[config.mk]
export PLATFORM = sky130hd
export DESIGN_NAME = mio_arbiter_flat
export DESIGN_NICKNAME = d
export VERILOG_FILES = /design/src/rtl/mio_arb_pkg.sv /design/src/rtl/mio_arbiter_if.sv /design/src/rtl/mio_arb_timer.sv /design/src/rtl/mio_arbiter.sv /design/src/flat_wrapper.sv
export SDC_FILE = /design/constraint.sdc
export NUM_CORES = 1
export LEC_CHECK = 0
export ABC_CLOCK_PERIOD_IN_PS = 5400
export CAP_MARGIN = 20
export CORE_ASPECT_RATIO = 2
export CORE_MARGIN = 2
export CORE_UTILIZATION = 40
export DETAILED_ROUTE_END_ITERATION = 8
export PLACE_DENSITY_LB_ADDON = 0.15
export SETUP_SLACK_MARGIN = 0.2
export SYNTH_ARGS = -nofsm -noshare
export SYNTH_HDL_FRONTEND = slang
export SYNTH_SLANG_ARGS = --single-unit
[constraint.sdc]
create_clock -name clk -period 5.4 [get_ports clk]
set_input_delay 1.08 -clock clk [delete_from_list [all_inputs] [get_ports clk]]
set_output_delay 1.08 -clock clk [all_outputs]
set_load 0.03 [all_outputs]
[src/rtl/mio_arb_pkg.sv]
// mio_arbiter shared types: FSM encoding, master ids, timeout data.
// Timeout feature enabled by defining MIO_ARB_TIMEOUT_EN.
package mio_arb_pkg;

  typedef enum logic [1:0] {
    IDLE    = 2'b00,
    ACC_CPU = 2'b01,
    ACC_DMA = 2'b10
  } state_e;

  typedef enum logic {
    M_CPU = 1'b0,
    M_DMA = 1'b1
  } master_e;

  localparam logic [31:0] TIMEOUT_DATA = 32'hDEAD_BEEF;

endpackage

[src/rtl/mio_arbiter_if.sv]
// Shared bus bundle: CPU and DMA master ports plus the memory port.
// slave = arbiter side, master = requester/memory model side.
interface mio_arbiter_if #(
  parameter int ADDR_W = 32,
  parameter int DATA_W = 32
);
  logic              cpu_req;
  logic              cpu_we;
  logic [ADDR_W-1:0] cpu_addr;
  logic [DATA_W-1:0] cpu_wdata;
  logic [DATA_W-1:0] cpu_rdata;
  logic              cpu_ready;

  logic              dma_req;
  logic              dma_we;
  logic [ADDR_W-1:0] dma_addr;
  logic [DATA_W-1:0] dma_wdata;
  logic [DATA_W-1:0] dma_rdata;
  logic              dma_ready;

  logic              mem_en;
  logic              mem_we;
  logic [ADDR_W-1:0] mem_addr;
  logic [DATA_W-1:0] mem_wdata;
  logic [DATA_W-1:0] mem_rdata;
  logic              mem_ack;

  logic [1:0]        grant;
  logic              err_timeout;

  modport slave (
    input  cpu_req, cpu_we, cpu_addr, cpu_wdata,
    output cpu_rdata, cpu_ready,
    input  dma_req, dma_we, dma_addr, dma_wdata,
    output dma_rdata, dma_ready,
    output mem_en, mem_we, mem_addr, mem_wdata,
    input  mem_rdata, mem_ack,
    output grant, err_timeout
  );

  modport master (
    output cpu_req, cpu_we, cpu_addr, cpu_wdata,
    input  cpu_rdata, cpu_ready,
    output dma_req, dma_we, dma_addr, dma_wdata,
    input  dma_rdata, dma_ready,
    input  mem_en, mem_we, mem_addr, mem_wdata,
    output mem_rdata, mem_ack,
    input  grant, err_timeout
  );
endinterface

[src/rtl/mio_arb_timer.sv]
// Access timeout counter; expired fires on the cycle the count
// would reach TIMEOUT without an ack.
module mio_arb_timer #(
  parameter int unsigned TIMEOUT = 15
) (
  input  logic clk,
  input  logic reset,
  input  logic clr,
  input  logic en,
  output logic expired
);

  logic [7:0] cnt_q, cnt_d;

  assign expired = en && (cnt_q == 8'(TIMEOUT - 1));

  always_comb begin
    cnt_d = cnt_q;
    if (clr)     cnt_d = '0;
    else if (en) cnt_d = cnt_q + 8'd1;
  end

  always_ff @(posedge clk or posedge reset) begin
    if (reset) cnt_q <= '0;
    else       cnt_q <= cnt_d;
  end

endmodule

[src/rtl/mio_arbiter.sv]
// Round-robin CPU/DMA arbiter for the shared memory port.
// Optional ack timeout via MIO_ARB_TIMEOUT_EN.
module mio_arbiter
  import mio_arb_pkg::*;
#(
  parameter int          ADDR_W  = 32,
  parameter int          DATA_W  = 32,
  parameter int unsigned TIMEOUT = 15
) (
  input  logic        clk,
  input  logic        reset,
  mio_arbiter_if.slave bus
);

  state_e            state_q, state_d;
  master_e           last_q;
  logic              we_q;
  logic [ADDR_W-1:0] addr_q;
  logic [DATA_W-1:0] wdata_q;
  logic [DATA_W-1:0] cpu_rdata_q, dma_rdata_q;
  logic              cpu_ready_q, dma_ready_q;
  logic              busy, start, win_dma;
  logic              finish, expired;
  logic [DATA_W-1:0] tmo_data;

  assign tmo_data = DATA_W'(TIMEOUT_DATA);
  assign busy     = (state_q != IDLE);
  assign finish   = busy && (bus.mem_ack || expired);
  assign start    = !busy && (state_d != IDLE);
  assign win_dma  = (state_d == ACC_DMA);

  always_ff @(posedge clk or posedge reset) begin
    if (reset) state_q <= IDLE;
    else       state_q <= state_d;
  end

  // On a tie the master not served last wins.
  always_comb begin
    state_d = state_q;
    unique case (state_q)
      IDLE: begin
        if (bus.cpu_req &&
            (!bus.dma_req || last_q == M_DMA))
          state_d = ACC_CPU;
        else if (bus.dma_req)
          state_d = ACC_DMA;
      end
      ACC_CPU, ACC_DMA: begin
        if (bus.mem_ack || expired)
          state_d = IDLE;
      end
      default: state_d = IDLE;
    endcase
  end

  always_comb begin
    bus.mem_en = busy;
    bus.mem_we = busy && we_q;
    bus.grant  = state_q;
  end

  always_ff @(posedge clk or posedge reset) begin
    if (reset) begin
      last_q      <= M_DMA;
      we_q        <= 1'b0;
      addr_q      <= '0;
      wdata_q     <= '0;
      cpu_rdata_q <= '0;
      dma_rdata_q <= '0;
      cpu_ready_q <= 1'b0;
      dma_ready_q <= 1'b0;
    end else begin
      cpu_ready_q <= finish && (state_q == ACC_CPU);
      dma_ready_q <= finish && (state_q == ACC_DMA);
      if (start) begin
        last_q  <= win_dma ? M_DMA : M_CPU;
        we_q    <= win_dma ? bus.dma_we : bus.cpu_we;
        addr_q  <= win_dma ? bus.dma_addr
                           : bus.cpu_addr;
        wdata_q <= win_dma ? bus.dma_wdata
                           : bus.cpu_wdata;
      end
      if (finish && (state_q == ACC_CPU)) begin
        if (!bus.mem_ack)  cpu_rdata_q <= tmo_data;
        else if (!we_q)    cpu_rdata_q <= bus.mem_rdata;
      end
      if (finish && (state_q == ACC_DMA)) begin
        if (!bus.mem_ack)  dma_rdata_q <= tmo_data;
        else if (!we_q)    dma_rdata_q <= bus.mem_rdata;
      end
    end
  end

  assign bus.mem_addr  = addr_q;
  assign bus.mem_wdata = wdata_q;
  assign bus.cpu_rdata = cpu_rdata_q;
  assign bus.dma_rdata = dma_rdata_q;
  assign bus.cpu_ready = cpu_ready_q;
  assign bus.dma_ready = dma_ready_q;

`ifdef MIO_ARB_TIMEOUT_EN
  logic err_q;

  mio_arb_timer #(
    .TIMEOUT (TIMEOUT)
  ) u_timer (
    .clk     (clk),
    .reset   (reset),
    .clr     (!busy),
    .en      (busy && !bus.mem_ack),
    .expired (expired)
  );

  always_ff @(posedge clk or posedge reset) begin
    if (reset) err_q <= 1'b0;
    else       err_q <= err_q | expired;
  end

  assign bus.err_timeout = err_q;
`else
  logic unused_tmo;

  assign unused_tmo      = (TIMEOUT == 0);
  assign expired         = 1'b0;
  assign bus.err_timeout = 1'b0;
`endif

endmodule
[src/flat_wrapper.sv]
// flat-port wrapper written by rule: the top's interface ports become plain ports
module mio_arbiter_flat import mio_arb_pkg::*;
#(
  parameter int          ADDR_W  = 32,
  parameter int          DATA_W  = 32,
  parameter int unsigned TIMEOUT = 15
)
  (clk, reset, bus_cpu_req, bus_cpu_we, bus_cpu_addr, bus_cpu_wdata, bus_cpu_rdata, bus_cpu_ready, bus_dma_req, bus_dma_we, bus_dma_addr, bus_dma_wdata, bus_dma_rdata, bus_dma_ready, bus_mem_en, bus_mem_we, bus_mem_addr, bus_mem_wdata, bus_mem_rdata, bus_mem_ack, bus_grant, bus_err_timeout);
  mio_arbiter_if #(.ADDR_W(ADDR_W), .DATA_W(DATA_W)) bus_i ();
  input  logic clk;
  input  logic reset;
  input wire logic [$bits(bus_i.cpu_req)-1:0] bus_cpu_req;
  input wire logic [$bits(bus_i.cpu_we)-1:0] bus_cpu_we;
  input wire logic [$bits(bus_i.cpu_addr)-1:0] bus_cpu_addr;
  input wire logic [$bits(bus_i.cpu_wdata)-1:0] bus_cpu_wdata;
  output wire logic [$bits(bus_i.cpu_rdata)-1:0] bus_cpu_rdata;
  output wire logic [$bits(bus_i.cpu_ready)-1:0] bus_cpu_ready;
  input wire logic [$bits(bus_i.dma_req)-1:0] bus_dma_req;
  input wire logic [$bits(bus_i.dma_we)-1:0] bus_dma_we;
  input wire logic [$bits(bus_i.dma_addr)-1:0] bus_dma_addr;
  input wire logic [$bits(bus_i.dma_wdata)-1:0] bus_dma_wdata;
  output wire logic [$bits(bus_i.dma_rdata)-1:0] bus_dma_rdata;
  output wire logic [$bits(bus_i.dma_ready)-1:0] bus_dma_ready;
  output wire logic [$bits(bus_i.mem_en)-1:0] bus_mem_en;
  output wire logic [$bits(bus_i.mem_we)-1:0] bus_mem_we;
  output wire logic [$bits(bus_i.mem_addr)-1:0] bus_mem_addr;
  output wire logic [$bits(bus_i.mem_wdata)-1:0] bus_mem_wdata;
  input wire logic [$bits(bus_i.mem_rdata)-1:0] bus_mem_rdata;
  input wire logic [$bits(bus_i.mem_ack)-1:0] bus_mem_ack;
  output wire logic [$bits(bus_i.grant)-1:0] bus_grant;
  output wire logic [$bits(bus_i.err_timeout)-1:0] bus_err_timeout;
  assign bus_i.cpu_req = bus_cpu_req;
  assign bus_i.cpu_we = bus_cpu_we;
  assign bus_i.cpu_addr = bus_cpu_addr;
  assign bus_i.cpu_wdata = bus_cpu_wdata;
  assign bus_cpu_rdata = bus_i.cpu_rdata;
  assign bus_cpu_ready = bus_i.cpu_ready;
  assign bus_i.dma_req = bus_dma_req;
  assign bus_i.dma_we = bus_dma_we;
  assign bus_i.dma_addr = bus_dma_addr;
  assign bus_i.dma_wdata = bus_dma_wdata;
  assign bus_dma_rdata = bus_i.dma_rdata;
  assign bus_dma_ready = bus_i.dma_ready;
  assign bus_mem_en = bus_i.mem_en;
  assign bus_mem_we = bus_i.mem_we;
  assign bus_mem_addr = bus_i.mem_addr;
  assign bus_mem_wdata = bus_i.mem_wdata;
  assign bus_i.mem_rdata = bus_mem_rdata;
  assign bus_i.mem_ack = bus_mem_ack;
  assign bus_grant = bus_i.grant;
  assign bus_err_timeout = bus_i.err_timeout;
  mio_arbiter #(.ADDR_W(ADDR_W), .DATA_W(DATA_W), .TIMEOUT(TIMEOUT)) u_core (.clk(clk), .reset(reset), .bus(bus_i));
endmodule
==> results.json, run 1 <==
{
  "io_buffers": 300,
  "p_leak_nw": 4.10,
  "utilization_pct": 66.3,
  "p_total_mw": 6.46,
  "dp_hpwl_mm": 11.7,
  "synth_edf_count": 0,
  "min-delay-path-class": "register to register",
  "pwr-share-comb_pct": 54.1,
  "synth_area_um2": 5930,
  "antenna_cells": 0,
  "synth_largest_area_cell": "dfrtp_1",
  "drt-pass1-iter-count": 4,
  "reg2reg_depth": 8,
  "path_max_fanout": 43,
  "cts_setup_buffers": 0,
  "clk_latency_ps": 410,
  "dpl_cell_area_um2": 9090,
  "ys_seq_area_share_pct": 56.6,
  "io_pins": 302,
  "multi_input_area_um2": 2400,
  "start_util_pct": 40.5,
  "ys.flop_type": "dfrtp_1",
  "cp.arrival_ps": 3960,
  "stdcell_area_um2": 9720,
  "met2_length_mm": 8.09,
  "synth_area_per_cell_um2": 12.2,
  "crit_path_start": "bus_mem_ack",
  "ctsHtreeMaxLevel": 4,
  "synthArstFlopShare_pct": 100,
  "fp.dieW_um": 90.1,
  "fin_crit_sh_pct": 68.0,
  "critPathCapture": "u_core.bus.mem_wdata[8]",
  "critPathMaxStageDelay_ps": 780,
  "cts_resized": 0,
  "fmax_ghz": 0.272,
  "fillers": 1216,
  "cp_cell_sequence": "clkdlybuf4s50_1, or4bb_1, o311ai_1, and4_2, buf_12, mux2_1, mux2_2",
  "clockBufferDepth": 2,
  "ys_warn_count": 0,
  "fin_nets": 952,
  "final.setup.tns_ps": 0,
  "drive_gt1_share_pct": 14.0,
  "critPathSlowestCell": "and4_2",
  "drt_iter0_markers": 146,
  "slew_headroom_pct": 56.1,
  "netlist.area_leader.share_pct": 56.1,
  "highest_layer": "met4",
  "run_status": "completed",
  "clock_skew_ps": 12.8,
  "p_int_mw": 3.88,
  "grt_pass1_wl_mm": 25.7,
  "rows": 63,
  "setup_viol": 0,
  "drt_wl_total_mm": 16.3,
  "met1_length_mm": 6.57,
  "clk_pin_slew_ps": 60,
  "core_um2": 14700,
  "synth.distinct_cells": 27,
  "crit_path_end_kind": "register",
  "startpoint_type": "primary input",
  "cts-root-buf": "clkbuf_16",
  "clock_sinks": 134,
  "wl_per_cell_um": 16.4,
  "grt_pass1_vias": 4848,
  "worst-setup-path-type": "primary input to register",
  "synth_area_leaders": "dfrtp_1, mux2_1, mux2_2",
  "viasPerCell": 4.76,
  "grt_start_max_net_pins": 71,
  "synth_fp_nets": 657,
  "antenna_found_initial": 0,
  "grt_remaining_overflow": 0,
  "worst_ir_drop_vdd_mv": 0.398,
  "ant_nets": 0,
  "drv_slew": 0,
  "regArea_um2": 3350,
  "numCtsBuffers": 17,
  "maxCapViolCount": 0,
  "rsz0062_at_grt": "false",
  "hold_buffers": 0,
  "p_sw_mw": 2.58,
  "min_period_ps": 3670,
  "gr-usage-all-layers_pct": 20.6,
  "met3_wirelength_mm": 1.39,
  "critPathRequiredTime_ps": 5680,
  "vias": 4703,
  "switching_share_pct": 39.9,
  "dieHeight_um": 176,
  "r2r_slack_ps": 1960,
  "pwr-share-seq_pct": 27.1,
  "syn2layout_area_growth_pct": 64.0,
  "drc": 0,
  "power_density_nw_per_um2": 665,
  "die_area_um2": 15900,
  "netlist_instances": 486,
  "postSynthRegisterBits": 134,
  "p_clk_share_pct": 18.8,
  "whs_ps": 482,
  "tightest_slew_ps": 659,
  "r2r_end": "u_core.bus.mem_wdata[8]",
  "routabilityCongestion": 0.751,
  "cts_tree": "yes",
  "r2r_start": "u_core.bus.grant[0]",
  "hold_viol": 0
}
==> cells in the mapped netlist (all sizes together) (2+ instances only) <==
cell type  instances
nor2               2
dfrtp            133
or2                2
buf               13
nand2             74
clkbuf            19
nor2b             26
ha                 4
mux2             130
o21ai             65
inv                6
==> cells in the final DEF (no fill, tap or decap), types with 3 or more instances in the layout <==
cell type | synthesis | final
nand2_1 | 74 | 74
clkdlybuf4s50_1 | 0 | 300
inv_6 | 0 | 6
ha_1 | 4 | 4
dfrtp_1 | 133 | 133
mux2_1 | 65 | 65
buf_4 | 1 | 6
nor2b_1 | 26 | 26
clkbuf_16 | 0 | 17
bufinv_16 | 0 | 3
mux2_2 | 65 | 65
inv_1 | 5 | 4
o21ai_1 | 65 | 64
==> critical path: cells and delay by family <==
kind	cells	cell delay, ps
simple gates	2	1260
buf+inv	2	780
mux	2	620
compound gates	1	190
==> power groups by stage <==
stage	registers (mW)	clock network [mW]	logic, mW
final	1.75	1.22	3.50
after detailed placement	1.77	0	3.53
after global placement	1.75	0	3.50
after CTS	1.75	1.25	3.54
after floorplan	2.70	0	1.25
after global routing	1.81	1.28	3.72
==> layout make-up <==
class	instances	share of cell area (%)
clock buffers	18	4.41
clock inverters	14	1.90
inverters	6	0.283
multi-input cells	314	24.6
flip-flops and latches	134	34.5
well taps	195	2.51
repair buffers	308	31.8
==> routing by layer <==
layer  GRT usage, %  vias up
met5              0        -
met1           24.9     2237
met4           6.54        0
li1               -     2267
met3           8.15       14
met2           34.0      185
==> through the flow <==
stage	worst slack (ps)	instances
after detailed placement	1260	956
after CTS	1720	988
after floorplan	739	486
final	1730	989
after global routing	1590	989
after global placement	1320	956
==> sequential cells by signal, summed over array words and instances, names as in the netlist <==
| signal | count |
|---|---|
| u_core.bus.cpu_rdata | 32 |
| u_core.bus.cpu_ready | 1 |
| u_core.bus.dma_rdata | 32 |
| u_core.bus.dma_ready | 1 |
| u_core.bus.grant | 2 |
| u_core.bus.mem_addr | 32 |
| u_core.bus.mem_wdata | 32 |
| u_core.last_q | 1 |
| u_core.we_q | 1 |
==> how the worst min path moves through the flow <==
stage / startpoint / to / slack (ps) / cells past startpoint
floorplan: u_core.we_q / u_core.we_q / 500 / 1
global placement: u_core.bus.dma_rdata[24] / u_core.bus.dma_rdata[24] / 470 / 2
detailed placement: u_core.bus.dma_rdata[23] / u_core.bus.dma_rdata[23] / 470 / 2
CTS: u_core.bus.dma_rdata[23] / u_core.bus.dma_rdata[23] / 490 / 2
global route: u_core.bus.dma_rdata[13] / u_core.bus.dma_rdata[13] / 500 / 2
finish: u_core.bus.cpu_rdata[10] / u_core.bus.cpu_rdata[10] / 480 / 2
==> kinds of logic (layout without fill, tap and decap cells) <==
kind of cell	after synthesis	count (layout)	share of synthesized area, %
compound gates	68	68	5.89
fa+ha+maj	4	4	0.844
flops	134	134	56.6
mux	130	130	24.7
buf+inv	38	346	3.25
simple gates	111	111	8.71
other cells	1	1	0.0632
(Power assumes the default switching activity.)
==> inputs of run 2 (changes only) <==
--- a/config.mk
+++ b/config.mk
@@ -5,11 +5,11 @@
 export SDC_FILE = /design/constraint.sdc
 export NUM_CORES = 1
 export LEC_CHECK = 0
-export ABC_CLOCK_PERIOD_IN_PS = 5400
+export ABC_CLOCK_PERIOD_IN_PS = 3300
 export CAP_MARGIN = 20
 export CORE_ASPECT_RATIO = 2
 export CORE_MARGIN = 2
-export CORE_UTILIZATION = 40
+export CORE_UTILIZATION = 36
 export DETAILED_ROUTE_END_ITERATION = 8
 export PLACE_DENSITY_LB_ADDON = 0.15
 export SETUP_SLACK_MARGIN = 0.2
==> constraint.sdc (replaced) <==
create_clock -name clk -period 3.3 [get_ports clk]
set_input_delay 0.66 -clock clk [delete_from_list [all_inputs] [get_ports clk]]
set_output_delay 0.66 -clock clk [all_outputs]
set_load 0.03 [all_outputs]
==> run 2 against run 1 <==
  * Largest power group unchanged
  * First-iteration DRC count fell by 43%
  * Via count rose by 0.83%
  * Global-route usage fell by 0.80 points
  * Worst hold slack improved by 0.83 ps
  * Utilization fell by 5.6 points
==> results.json, run 2 (synthesis gave the netlist of run 1 again) <==
{
  "numCtsBuffers": 17,
  "gr-usage-all-layers_pct": 19.9,
  "path_max_fanout": 8,
  "critPathMaxStageDelay_ps": 710,
  "utilization_pct": 60.7,
  "core_um2": 16200,
  "tightest_slew_ps": 793,
  "drt_iter0_markers": 83,
  "fmax_ghz": 0.356,
  "dpl_cell_area_um2": 9130,
  "io_buffers": 300,
  "dp_hpwl_mm": 13.0,
  "grt_remaining_overflow": 0,
  "crit_path_end_kind": "output port",
  "antenna_cells": 0,
  "final_cell_mix": "clkdlybuf4s50_1, dfrtp_1, nand2_1",
  "cp_cell_sequence": "inv_1, ha_1, nor2b_1, clkdlybuf4s50_1",
  "final.setup.tns_ps": 0,
  "fp.dieW_um": 94.8,
  "worst-setup-path-type": "register to output port",
  "cts-root-buf": "clkbuf_16",
  "reg2reg_depth": 8,
  "drc": 0,
  "place_ws_ps": 239,
  "rows": 66,
  "start_util_pct": 36.6,
  "cp.arrival_ps": 2150,
  "drv_slew": 0,
  "critPathRequiredTime_ps": 2640,
  "hold_depth": 2,
  "power_density_nw_per_um2": 1100,
  "cts_setup_buffers": 0,
  "clock_skew_ps": 10.2,
  "clk_latency_ps": 420,
  "ant_nets": 0,
  "cts_resized": 0,
  "syn2layout_area_growth_pct": 65.7,
  "critPathSlowestCell": "clkdlybuf4s50_1",
  "run_status": "completed",
  "drt_wl_total_mm": 17.5,
  "cts_tree": "yes",
  "min-delay-path-class": "register to register",
  "grt_pass1_vias": 4947,
  "stdcell_area_um2": 9830,
  "fin_nets": 952,
  "rsz0062_at_grt": "false",
  "maxCapViolCount": 0,
  "crit_cells": 4,
  "clock_sinks": 134,
  "drive_gt1_share_pct": 13.9,
  "final_common_cell": "clkdlybuf4s50_1",
  "vias": 4742,
  "hold_viol": 0,
  "slew_headroom_pct": 47.2,
  "fin_crit_sh_pct": 85.1,
  "grt_start_max_net_pins": 135,
  "hold_buffers": 0,
  "routabilityCongestion": 0.771,
  "die_area_um2": 17600,
  "clk_pin_slew_ps": 60,
  "min_period_ps": 2810,
  "ctsHtreeMaxLevel": 4,
  "r2r_slack_ps": 510,
  "p_leak_nw": 4.14,
  "setup_viol": 0,
  "dieHeight_um": 186,
  "grt_pass1_wl_mm": 26.2,
  "antenna_found_initial": 0,
  "viasPerCell": 4.75,
  "worst_ir_drop_vdd_mv": 0.547,
  "path_delay_family": "buffers and inverters",
  "startpoint_type": "register",
  "path_buf_inv": 2,
  "wl_per_cell_um": 17.5,
  "io_pins": 302,
  "clockBufferDepth": 2,
  "drt-pass1-iter-count": 4,
  "worst_slack_ps": 490
}
## run 2: changes by cell type in the layout (fill, tap and decap cells not counted), moves of 2 or more
cell / change
buf_12: +4
buf_4: -4
bufinv_16: +2
clkbuf_8: +2
inv_6: -5
inv_8: -2
## run 2: layout make-up
class | count | area [µm²]
well taps | 204 | 255
flip-flops and latches | 134 | 3350
clock inverters | 11 | 196
fillers | 1359 | 6360
clock buffers | 21 | 460
multi-input cells | 314 | 2400
repair buffers | 308 | 3140
inverters | 6 | 26.3
## run 2: worst reg2reg max path, cell delays in order, from the launching register on
cell and delay [ps]:
dfrtp_1 440, inv_1 90, ha_1 300, or4bb_1 480
o311ai_1 130, and4_2 360, buf_12 220, mux2_1 380
mux2_2 270
## run 2: worst paths after layout
check	from	endpoint
min in group asynchronous	reset	u_core.bus.mem_addr[18]
worst min-delay path	u_core.bus.dma_rdata[0]	u_core.bus.dma_rdata[0]
worst min register to register	u_core.bus.dma_rdata[0]	u_core.bus.dma_rdata[0]
max in group asynchronous	reset	u_core.bus.mem_wdata[27]
worst max register to register	u_core.bus.grant[0]	u_core.bus.mem_addr[10]
worst max-delay path	u_core.bus.grant[0]	bus_mem_we
## run 2: through the flow
stage	hold WS [ps]	std cells	power [mW]
2_1_floorplan	501	486	6.45
6_report	483	998	10.8
3_3_place_gp	468	964	8.70
4_1_cts	488	996	11.0
5_1_grt	510	998	11.4
3_5_place_dp	475	964	8.83
## run 2: layer usage
metal / global-route usage (%) / wire, µm
met4: 8.41 / 492
met5: 0 / 0
met2: 36.5 / 9670
met1: 20.1 / 5880
met3: 6.32 / 1450
## run 2: power breakdown
group | internal [mW] | switching (mW) | total [mW]
sequential | 2.46 | 0.420 | 2.88
clock | 1.39 | 0.708 | 2.09
combinational | 2.74 | 3.11 | 5.85
total | 6.59 | 4.24 | 10.8
